===== src/rtl/fetch_pkg.sv =====
// Shared types and constants for the instruction fetch sequencer.
//   fetch_state_t   : sequencer states
//   PC_STEP         : byte distance between consecutive 16-bit instructions
//   OPC_MSB/OPC_LSB : opcode field position inside an instruction word
//   HALT_OPCODE_DEF : default opcode that stops fetching
package fetch_pkg;

    typedef enum logic [2:0] {
        ST_IDLE,
        ST_REQ,
        ST_WAIT,
        ST_HOLD,
        ST_HALT
    } fetch_state_t;

    localparam logic [15:0] PC_STEP         = 16'd2;
    localparam int          OPC_MSB         = 15;
    localparam int          OPC_LSB         = 12;
    localparam logic [3:0]  HALT_OPCODE_DEF = 4'hE;

    function automatic logic [3:0] opcode_of(input logic [15:0] w);
        return w[OPC_MSB:OPC_LSB];
    endfunction

endpackage


===== src/rtl/fetch_sequencer.sv =====
// Instruction fetch sequencer. Presents the pc to an external instruction
// memory with one cycle of read latency, captures the returned word, and
// holds it on a valid/ready interface until accepted. Supports branch
// redirects, a halt opcode, illegal-address faulting and a saturating
// retired-instruction counter.
//
// Ports
//   clk          in   rising-edge clock
//   rst          in   synchronous active-low reset
//   start        in   pulse: begin fetching from RESET_PC (IDLE/HALT only)
//   imem_addr    out  fetch address (always equals the pc register)
//   imem_data    in   memory word, valid the cycle after imem_addr
//   instr        out  fetched instruction
//   instr_pc     out  address of instr
//   instr_valid  out  instr/instr_pc valid
//   instr_ready  in   downstream accepts instr
//   redirect     in   branch-taken pulse
//   redirect_pc  in   branch target
//   busy         out  fetching (REQ, WAIT, HOLD)
//   halted       out  in HALT
//   fault        out  illegal fetch address seen; cleared by start or reset
//   retired      out  accepted instruction count, saturating
module fetch_sequencer
    import fetch_pkg::*;
#(
    parameter logic [15:0] RESET_PC    = 16'h0000,
    parameter logic [15:0] PC_LIMIT    = 16'd56,
    parameter logic [3:0]  HALT_OPCODE = HALT_OPCODE_DEF
) (
    input  logic        clk,
    input  logic        rst,
    input  logic        start,
    output logic [15:0] imem_addr,
    input  logic [15:0] imem_data,
    output logic [15:0] instr,
    output logic [15:0] instr_pc,
    output logic        instr_valid,
    input  logic        instr_ready,
    input  logic        redirect,
    input  logic [15:0] redirect_pc,
    output logic        busy,
    output logic        halted,
    output logic        fault,
    output logic [15:0] retired
);

    fetch_state_t r_state;
    fetch_state_t w_next_state;

    logic [15:0] r_pc;
    logic [15:0] r_instr;
    logic [15:0] r_instr_pc;
    logic        r_valid;
    logic        r_fault;
    logic [15:0] r_retired;

    logic w_hs;
    logic w_illegal;
    logic w_halt_op;

    assign w_hs      = (r_state == ST_HOLD) && r_valid && instr_ready;
    assign w_illegal = (r_pc > PC_LIMIT) || r_pc[0];
    assign w_halt_op = (opcode_of(imem_data) == HALT_OPCODE);

    always_ff @(posedge clk) begin
        if (!rst) r_state <= ST_IDLE;
        else      r_state <= w_next_state;
    end

    // Redirect outranks everything while busy, including the legality check
    // of the current pc: the check is applied to the new target next cycle.
    always_comb begin
        w_next_state = r_state;
        case (r_state)
            ST_IDLE: if (start) w_next_state = ST_REQ;
            ST_REQ: begin
                if (redirect)       w_next_state = ST_REQ;
                else if (w_illegal) w_next_state = ST_HALT;
                else                w_next_state = ST_WAIT;
            end
            ST_WAIT: begin
                if (redirect)       w_next_state = ST_REQ;
                else if (w_halt_op) w_next_state = ST_HALT;
                else                w_next_state = ST_HOLD;
            end
            ST_HOLD: if (redirect || w_hs) w_next_state = ST_REQ;
            ST_HALT: if (start) w_next_state = ST_REQ;
            default: w_next_state = ST_IDLE;
        endcase
    end

    always_ff @(posedge clk) begin
        if (!rst) begin
            r_pc       <= RESET_PC;
            r_instr    <= '0;
            r_instr_pc <= '0;
            r_valid    <= 1'b0;
            r_fault    <= 1'b0;
            r_retired  <= '0;
        end else begin
            case (r_state)
                ST_IDLE: r_pc <= RESET_PC;
                ST_REQ: begin
                    if (redirect)       r_pc    <= redirect_pc;
                    else if (w_illegal) r_fault <= 1'b1;
                end
                ST_WAIT: begin
                    // A redirect drops the in-flight word entirely.
                    if (redirect) begin
                        r_pc <= redirect_pc;
                    end else begin
                        r_instr    <= imem_data;
                        r_instr_pc <= r_pc;
                        r_valid    <= !w_halt_op;
                    end
                end
                ST_HOLD: begin
                    // A handshake is still counted when a redirect lands
                    // in the same cycle; only the next pc differs.
                    if (w_hs && (r_retired != 16'hFFFF))
                        r_retired <= r_retired + 16'd1;
                    if (redirect) begin
                        r_pc    <= redirect_pc;
                        r_valid <= 1'b0;
                    end else if (w_hs) begin
                        r_pc    <= r_pc + PC_STEP;
                        r_valid <= 1'b0;
                    end
                end
                ST_HALT: begin
                    if (start) begin
                        r_fault   <= 1'b0;
                        r_pc      <= RESET_PC;
                        r_retired <= '0;
                    end
                end
                default: ;
            endcase
        end
    end

    assign imem_addr   = r_pc;
    assign instr       = r_instr;
    assign instr_pc    = r_instr_pc;
    assign instr_valid = r_valid;
    assign busy        = (r_state == ST_REQ) || (r_state == ST_WAIT) || (r_state == ST_HOLD);
    assign halted      = (r_state == ST_HALT);
    assign fault       = r_fault;
    assign retired     = r_retired;

endmodule


===== config.mk =====
export PLATFORM = sky130hd
export DESIGN_NAME = fetch_sequencer
export DESIGN_NICKNAME = d
export VERILOG_FILES = /design/src/rtl/fetch_pkg.sv /design/src/rtl/fetch_sequencer.sv
export SDC_FILE = /design/constraint.sdc
export NUM_CORES = 1
export LEC_CHECK = 0
export BUFFER_PORTS_ARGS = -buffer_cell sky130_fd_sc_hd__clkbuf_2
export CAP_MARGIN = 20
export CORE_MARGIN = 2
export CORE_UTILIZATION = 45
export DETAILED_ROUTE_END_ITERATION = 10
export PLACE_DENSITY = 0.8
export SKIP_CTS_REPAIR_TIMING = 1
export SLEW_MARGIN = 5
export SYNTH_ARGS = -nofsm -noshare
export SYNTH_HDL_FRONTEND = slang
export SYNTH_SLANG_ARGS = --single-unit

===== constraint.sdc =====
create_clock -name clk -period 1.65 [get_ports clk]
set_input_delay 0.165 -clock clk [delete_from_list [all_inputs] [get_ports clk]]
set_output_delay 0.165 -clock clk [all_outputs]
set_load 0.02 [all_outputs]

=== Word level (Yosys, flattened, before mapping) ===
Cells that the tools add are included.
Widths: inputs -> output; s select.

* Register bits after elaboration: 69
* Latch bits: 0
* Bits in writable memories: 0
* Bits in read-only memories: 0
* Bits of input ports: 37
* Output and inout port bits: 68
* Word-level logic and storage cells: 69
* Memories kept: 0

* Add/sub/neg operators: 2
* $mul: 0
* Divide/modulo/power cells: 0
* $lt $le $gt $ge: 1
* Eq/ne operators: 15
* Shifts and indexed selects: 0
* Multiplexer cells: 22
* Bitwise logic cells: 1
* Reduce and logical (&&, ||, !) cells: 21

{| class="wikitable"
|+ Operators by type and width
! kind !! number
|-
| $mux 16 || 5
|-
| $pmux 16 s4 || 1
|-
| $pmux 16 s2 || 1
|-
| $mux 3 || 6
|-
| $add 16x1->16 const B || 1
|-
| $add 16x2->16 const B || 1
|-
| $gt 16x6->1 const B || 1
|-
| $ne 16x16->1 const B || 1
|-
| $pmux 3 s4 || 1
|-
| $ne 2x1->1 const B || 4
|-
| $ne 2x2->1 const B || 4
|-
| $reduce_and 4->1 || 2
|-
| $eq 3x2->1 const B || 2
|-
| $mux 1 || 6
|-
| $reduce_and 3->1 || 2
|-
| $reduce_bool 2->1 || 3
|-
| $eq 4x4->1 const B || 1
|-
| $logic_or 1x1->1 || 4
|-
| $pmux 1 s2 || 2
|-
| $reduce_and 2->1 || 2
|-
| $reduce_bool 4->1 || 1
|-
| $reduce_or 2->1 || 2
|-
| $eq 3x1->1 const B || 1
|-
| $eq 3x3->1 const B || 1
|-
| other kinds (5) || 7
|}

=== Depth between registers and ports, before layout ===
* Depth in word-level cells: 6
* Depth in mapped cells: 7
* Gate-level depth less buffers: 6

=== Worst setup path before layout ===
Ideal clock, no wire load.

* Path kind: register to register
* Start point: register r_pc[1] (netlist: imem_addr[1])
* End point: register r_pc[15] (netlist: imem_addr[15])
* Library setup time: 0.074 ns
* Data arrival time: 1.744 ns
* Required time: 1.576 ns
* Path slack: -0.168 ns
* Cell stages (with the launch flop): 7
* Path buffers: 0
* Clock period less this slack: 1.818 ns
* Path through: dfxtp_1 -> ha_1 -> inv_1 -> nor3_1 -> nand4_1 -> or3_1 -> a31oi_1

* Word-level cells in the longest chain between the ends: 4

{| class="wikitable"
|+ Ends and longest elaborated chain
! element !! RTL line !! RTL
|-
| start: declaration || fetch_sequencer.sv:50 || <nowiki>logic [15:0] r_pc;</nowiki>
|-
| start signal: assignment || fetch_sequencer.sv:104 || <nowiki>if (redirect) r_pc <= redirect_pc;</nowiki>
|-
| start signal: assignment || fetch_sequencer.sv:110 || <nowiki>r_pc <= redirect_pc;</nowiki>
|-
| start signal: assignment || fetch_sequencer.sv:123 || <nowiki>r_pc <= redirect_pc;</nowiki>
|-
| $add 16x2->16 || fetch_sequencer.sv:126 || <nowiki>r_pc <= r_pc + PC_STEP;</nowiki>
|-
| $mux 16 || fetch_sequencer.sv:125 || <nowiki>end else if (w_hs) begin</nowiki>
|-
| $mux 16 || fetch_sequencer.sv:122 || <nowiki>if (redirect) begin</nowiki>
|-
| $pmux 16 s4 || fetch_sequencer.sv:101 || <nowiki>case (r_state)</nowiki>
|}

Every way passes these cells. The select of a mux whose other input is x is not followed.
A chain may end at the register's enable or synchronous reset.

=== Worst setup path in the final report ===
* Start point: register r_state[0]
* End point: register r_retired[12] (netlist: retired[12])

* Word-level cells in the longest chain between the ends: 6
* Elaborated cells between the ends (all ways): 10
* Those cells by class: eq/ne (4); mux (1); reduce/logical (5)

{| class="wikitable"
|+ Ends and longest elaborated chain
! element !! RTL line !! RTL
|-
| start: declaration || fetch_sequencer.sv:47 || <nowiki>fetch_state_t r_state;</nowiki>
|-
| start signal: assignment || fetch_sequencer.sv:67 || <nowiki>else r_state <= w_next_state;</nowiki>
|-
| $eq 3x2->1 || fetch_sequencer.sv:61, fetch_sequencer.sv:101 ||
|-
| $logic_and 1x1->1 (2 in a row) || fetch_sequencer.sv:61 || <nowiki>assign w_hs = (r_state == ST_HOLD) && r_valid && instr_ready;</nowiki>
|-
| $logic_and 1x1->1 || fetch_sequencer.sv:120 || <nowiki>if (w_hs && (r_retired != 16'hFFFF))</nowiki>
|-
| $ne 2x1->1 (no source line) || n/a ||
|-
| $reduce_and 3->1 (no source line) || n/a ||
|-
| end signal: assignment || fetch_sequencer.sv:121 || <nowiki>r_retired <= r_retired + 16'd1;</nowiki>
|-
| end: declaration || fetch_sequencer.sv:55 || <nowiki>logic [15:0] r_retired;</nowiki>
|}

Parallel ways exist; a longest one is shown, timed or not.

==> impl_metrics.yaml <==
routing:
  antenna_left: 0
  first_pass_iters: 6
  via_per_inst: 5.56
  drc_errors: 0
  wl_per_cell_microns: 15.1
  vias: 3703
  routed_wl_microns: 10100
  drt_iter0_markers: 301
cts:
  cts_tree: "done"
  clk_pin_slew_ns: 0.08
  clk_latency_ns: 0.34
  clock_sinks: 69
  clockBufferDepth: 2
  htreeDepth: 3
  clockRootBuffer: "clkbuf_8"
  cts_buffers: 9
floorplan:
  core_sq_um: 7140
  io_pins: 105
  fp.dieW_microns: 89.2
  die_area_sq_um: 7960
  initial_utilization_pct: 45.8
  die_y_microns: 89.2
  num_rows: 31
yosys:
  synth.avg_cell_area_sq_um: 7.97
  synth_area_leaders: "dfxtp_1, nand2_1, a21oi_1"
  synth_edf_count: 0
  yosysSeqAreaShare_pct: 42.3
  synth_area_sq_um: 3270
  synthFlopType: "dfxtp_1"
  post-synth-top-count-cell: "nand2_1"
  yosysWarnings: 0
  ys_ff_latch: 69
  syn_nets: 449
  syn_inst: 410
  yosysUniqueCellTypes: 54
  synth_top_area_share_pct: 42.3
  synthArstFlopShare_pct: 0
  netlist_top_cells_count: "nand2_1, dfxtp_1, a21oi_1"
  yosysTopAreaCell: "dfxtp_1"
timing:
  slew_violations: 0
  worstMarginPinSlew_ns: 0.417
  fmax_mhz: 615
  setup_viol: 0
  finClkSkew_ns: 0.0134
  relSlewSlack_pct: 72.0
  period_share_pct: 98.5
  fin_crit_ns: 1.63
  finalHoldViolations: 0
  rsz0062_at_grt: "yes"
hold_path:
  hp-class: "in2reg"
power_and_ir_drop:
  pwr-share-seq_pct: 44.1
  swShare_pct: 24.6
  p_int_mw: 2.93
  pwr_density_cell_nw_per_um2: 833
  clkPwrFrac_pct: 44.1
  p_leak_nw: 1.94
  switching_power_mw: 0.959
  p_comb_share_pct: 11.8
  ir_worst_vdd_uv: 405
setup_path:
  worstPathRequired_ns: 1.91
  startpoint_type: "register"
  r2r_slack_ns: 0.02
  path_buf_inv: 1
  crit_path_cell_trace: "nand4_1, o21ai_2, o21ai_4, buf_6, or4_1, o21ai_1"
  cp_max_fo: 8
  crit_type: "reg2reg"
  crit_family: "simple AND/OR/NAND/NOR gates"
  critPathCaptureType: "register"
  arrival_ns: 1.89
  slowest_stage: "or4_1"
  slowest_delay_ns: 0.46
global_routing:
  grt_pass1_wl_microns: 15400
  grt_max_degree: 30
  overflow: 0
  grt_pass1_vias: 3271
  track_usage_pct: 24.3
  antenna_found_initial: 0
layout:
  nets: 601
  fill_cells: 625
  fin_util_pct: 65.4
  diodes: 0
  drive_above_1_share_pct: 39.3
  instances_no_fill: 666
  area_growth_pct: 42.8
place:
  gp_congestion: 0.846
  port_buffers: 104
  dp_hpwl_microns: 6920
  numPlacedInstances: 639
flow_run:
  drv_cap: 0
status:
  status: "finished clean"
## power by group through the flow
| stage | Combinational [mW] | Sequential (mW) | Clock, mW |
|---|---|---|---|
| finish | 0.459 | 1.72 | 1.72 |
| global placement | 0.404 | 1.75 | 0 |
| global route | 0.493 | 1.72 | 1.82 |
| floorplan | 0.214 | 1.78 | 0 |
| detailed placement | 0.414 | 1.75 | 0 |
| CTS | 0.415 | 1.72 | 1.74 |
## metal layers
layer | vias to the layer above | wire (microns) | track usage (%)
li1 | 1771 | - | -
met1 | 1727 | 4230 | 32.2
met2 | 180 | 4870 | 39.3
met3 | 25 | 742 | 4.52
met4 | 0 | 236 | 9.63
met5 | - | 0 | 0
## stage by stage
stage	hold slack, ns	instance area, sq um	setup TNS (ns)	setup WS, ns	power (mW)
3_5_place_dp	0.397	4230	-0.137	-0.0443	2.17
3_3_place_gp	0.388	4230	0	0.0507	2.16
2_1_floorplan	0.287	3290	0	0.0134	1.99
5_1_grt	0.0525	4670	-0.0994	-0.0489	4.03
4_1_cts	0.0279	4480	-0.380	-0.151	3.87
6_report	0.0404	4670	0	0.0245	3.89
## placed cells by master (no fill, tap or decap), drive strengths merged, types with 3 or more instances in the layout
cell | netlist | final
a21oi | 57 | 57
xnor2 | 6 | 6
xor2 | 7 | 7
or3 | 10 | 10
inv | 3 | 4
a22oi | 10 | 10
o21ai | 20 | 20
nor2 | 21 | 21
nand3b | 3 | 3
and2 | 6 | 6
nor3 | 8 | 8
or4 | 3 | 3
and3 | 8 | 8
and4 | 3 | 3
nand2 | 80 | 80
nand3 | 15 | 15
nor4 | 3 | 3
a222oi | 4 | 4
nand4 | 10 | 10
nand2b | 4 | 4
clkbuf | 14 | 114
bufinv | 0 | 3
o22ai | 3 | 3
dfxtp | 69 | 69
buf | 14 | 66
## cell type report
cell class	count	area, sq um	share of cell area (%)
multi-input cells	309	1840	39.3
clock buffers	11	141	3.03
repair buffers	169	1040	22.2
clock inverters	5	106	2.28
flip-flops and latches	69	1410	30.2
well taps	99	124	2.65
inverters	4	15.0	0.322
## registers in the layout, indices dropped and copies added, names as in the netlist
| name | flops |
|---|---|
| imem_addr | 16 |
| instr | 16 |
| instr_pc | 16 |
| retired | 16 |
| r_state | 3 |
| fault | 1 |
| instr_valid | 1 |
## path summary, 6_finish.rpt
| check | start | endpoint | cells after the start |
|---|---|---|---|
| worst max register to register | r_state[0]$_SDFFE_PN0P_ | retired[12]$_SDFFE_PN0P_ | 6 |
| worst max-delay path | r_state[0]$_SDFFE_PN0P_ | retired[12]$_SDFFE_PN0P_ | 6 |
| worst min register to register | instr_pc[5]$_SDFFE_PN0P_ | instr_pc[5]$_SDFFE_PN0P_ | 2 |
| worst min-delay path | imem_data[0] | instr[0]$_SDFFE_PN0P_ | 3 |
## worst reg2reg max path: cells and delay by family, from the launching register on
| family | cells | cell delay (ns) |
|---|---|---|
| and+or+nand+nor | 2 | 0.61 |
| AOI/OAI and AO/OA | 3 | 0.46 |
| DFF | 1 | 0.35 |
| buffers and inverters | 1 | 0.15 |
## logic make-up after synthesis
kind of cell / Yosys count / share of synthesized area, %
AO/OA/AOI/OAI: 111 / 20.7
AND/OR/NAND/NOR: 181 / 27.9
adder cells (fa/ha/maj): 2 / 0.766
buffers and inverters: 32 / 4.21
multiplexers: 2 / 0.651
XOR/XNOR: 13 / 3.48
flip-flops: 69 / 42.3
(Power assumes the default switching activity.)
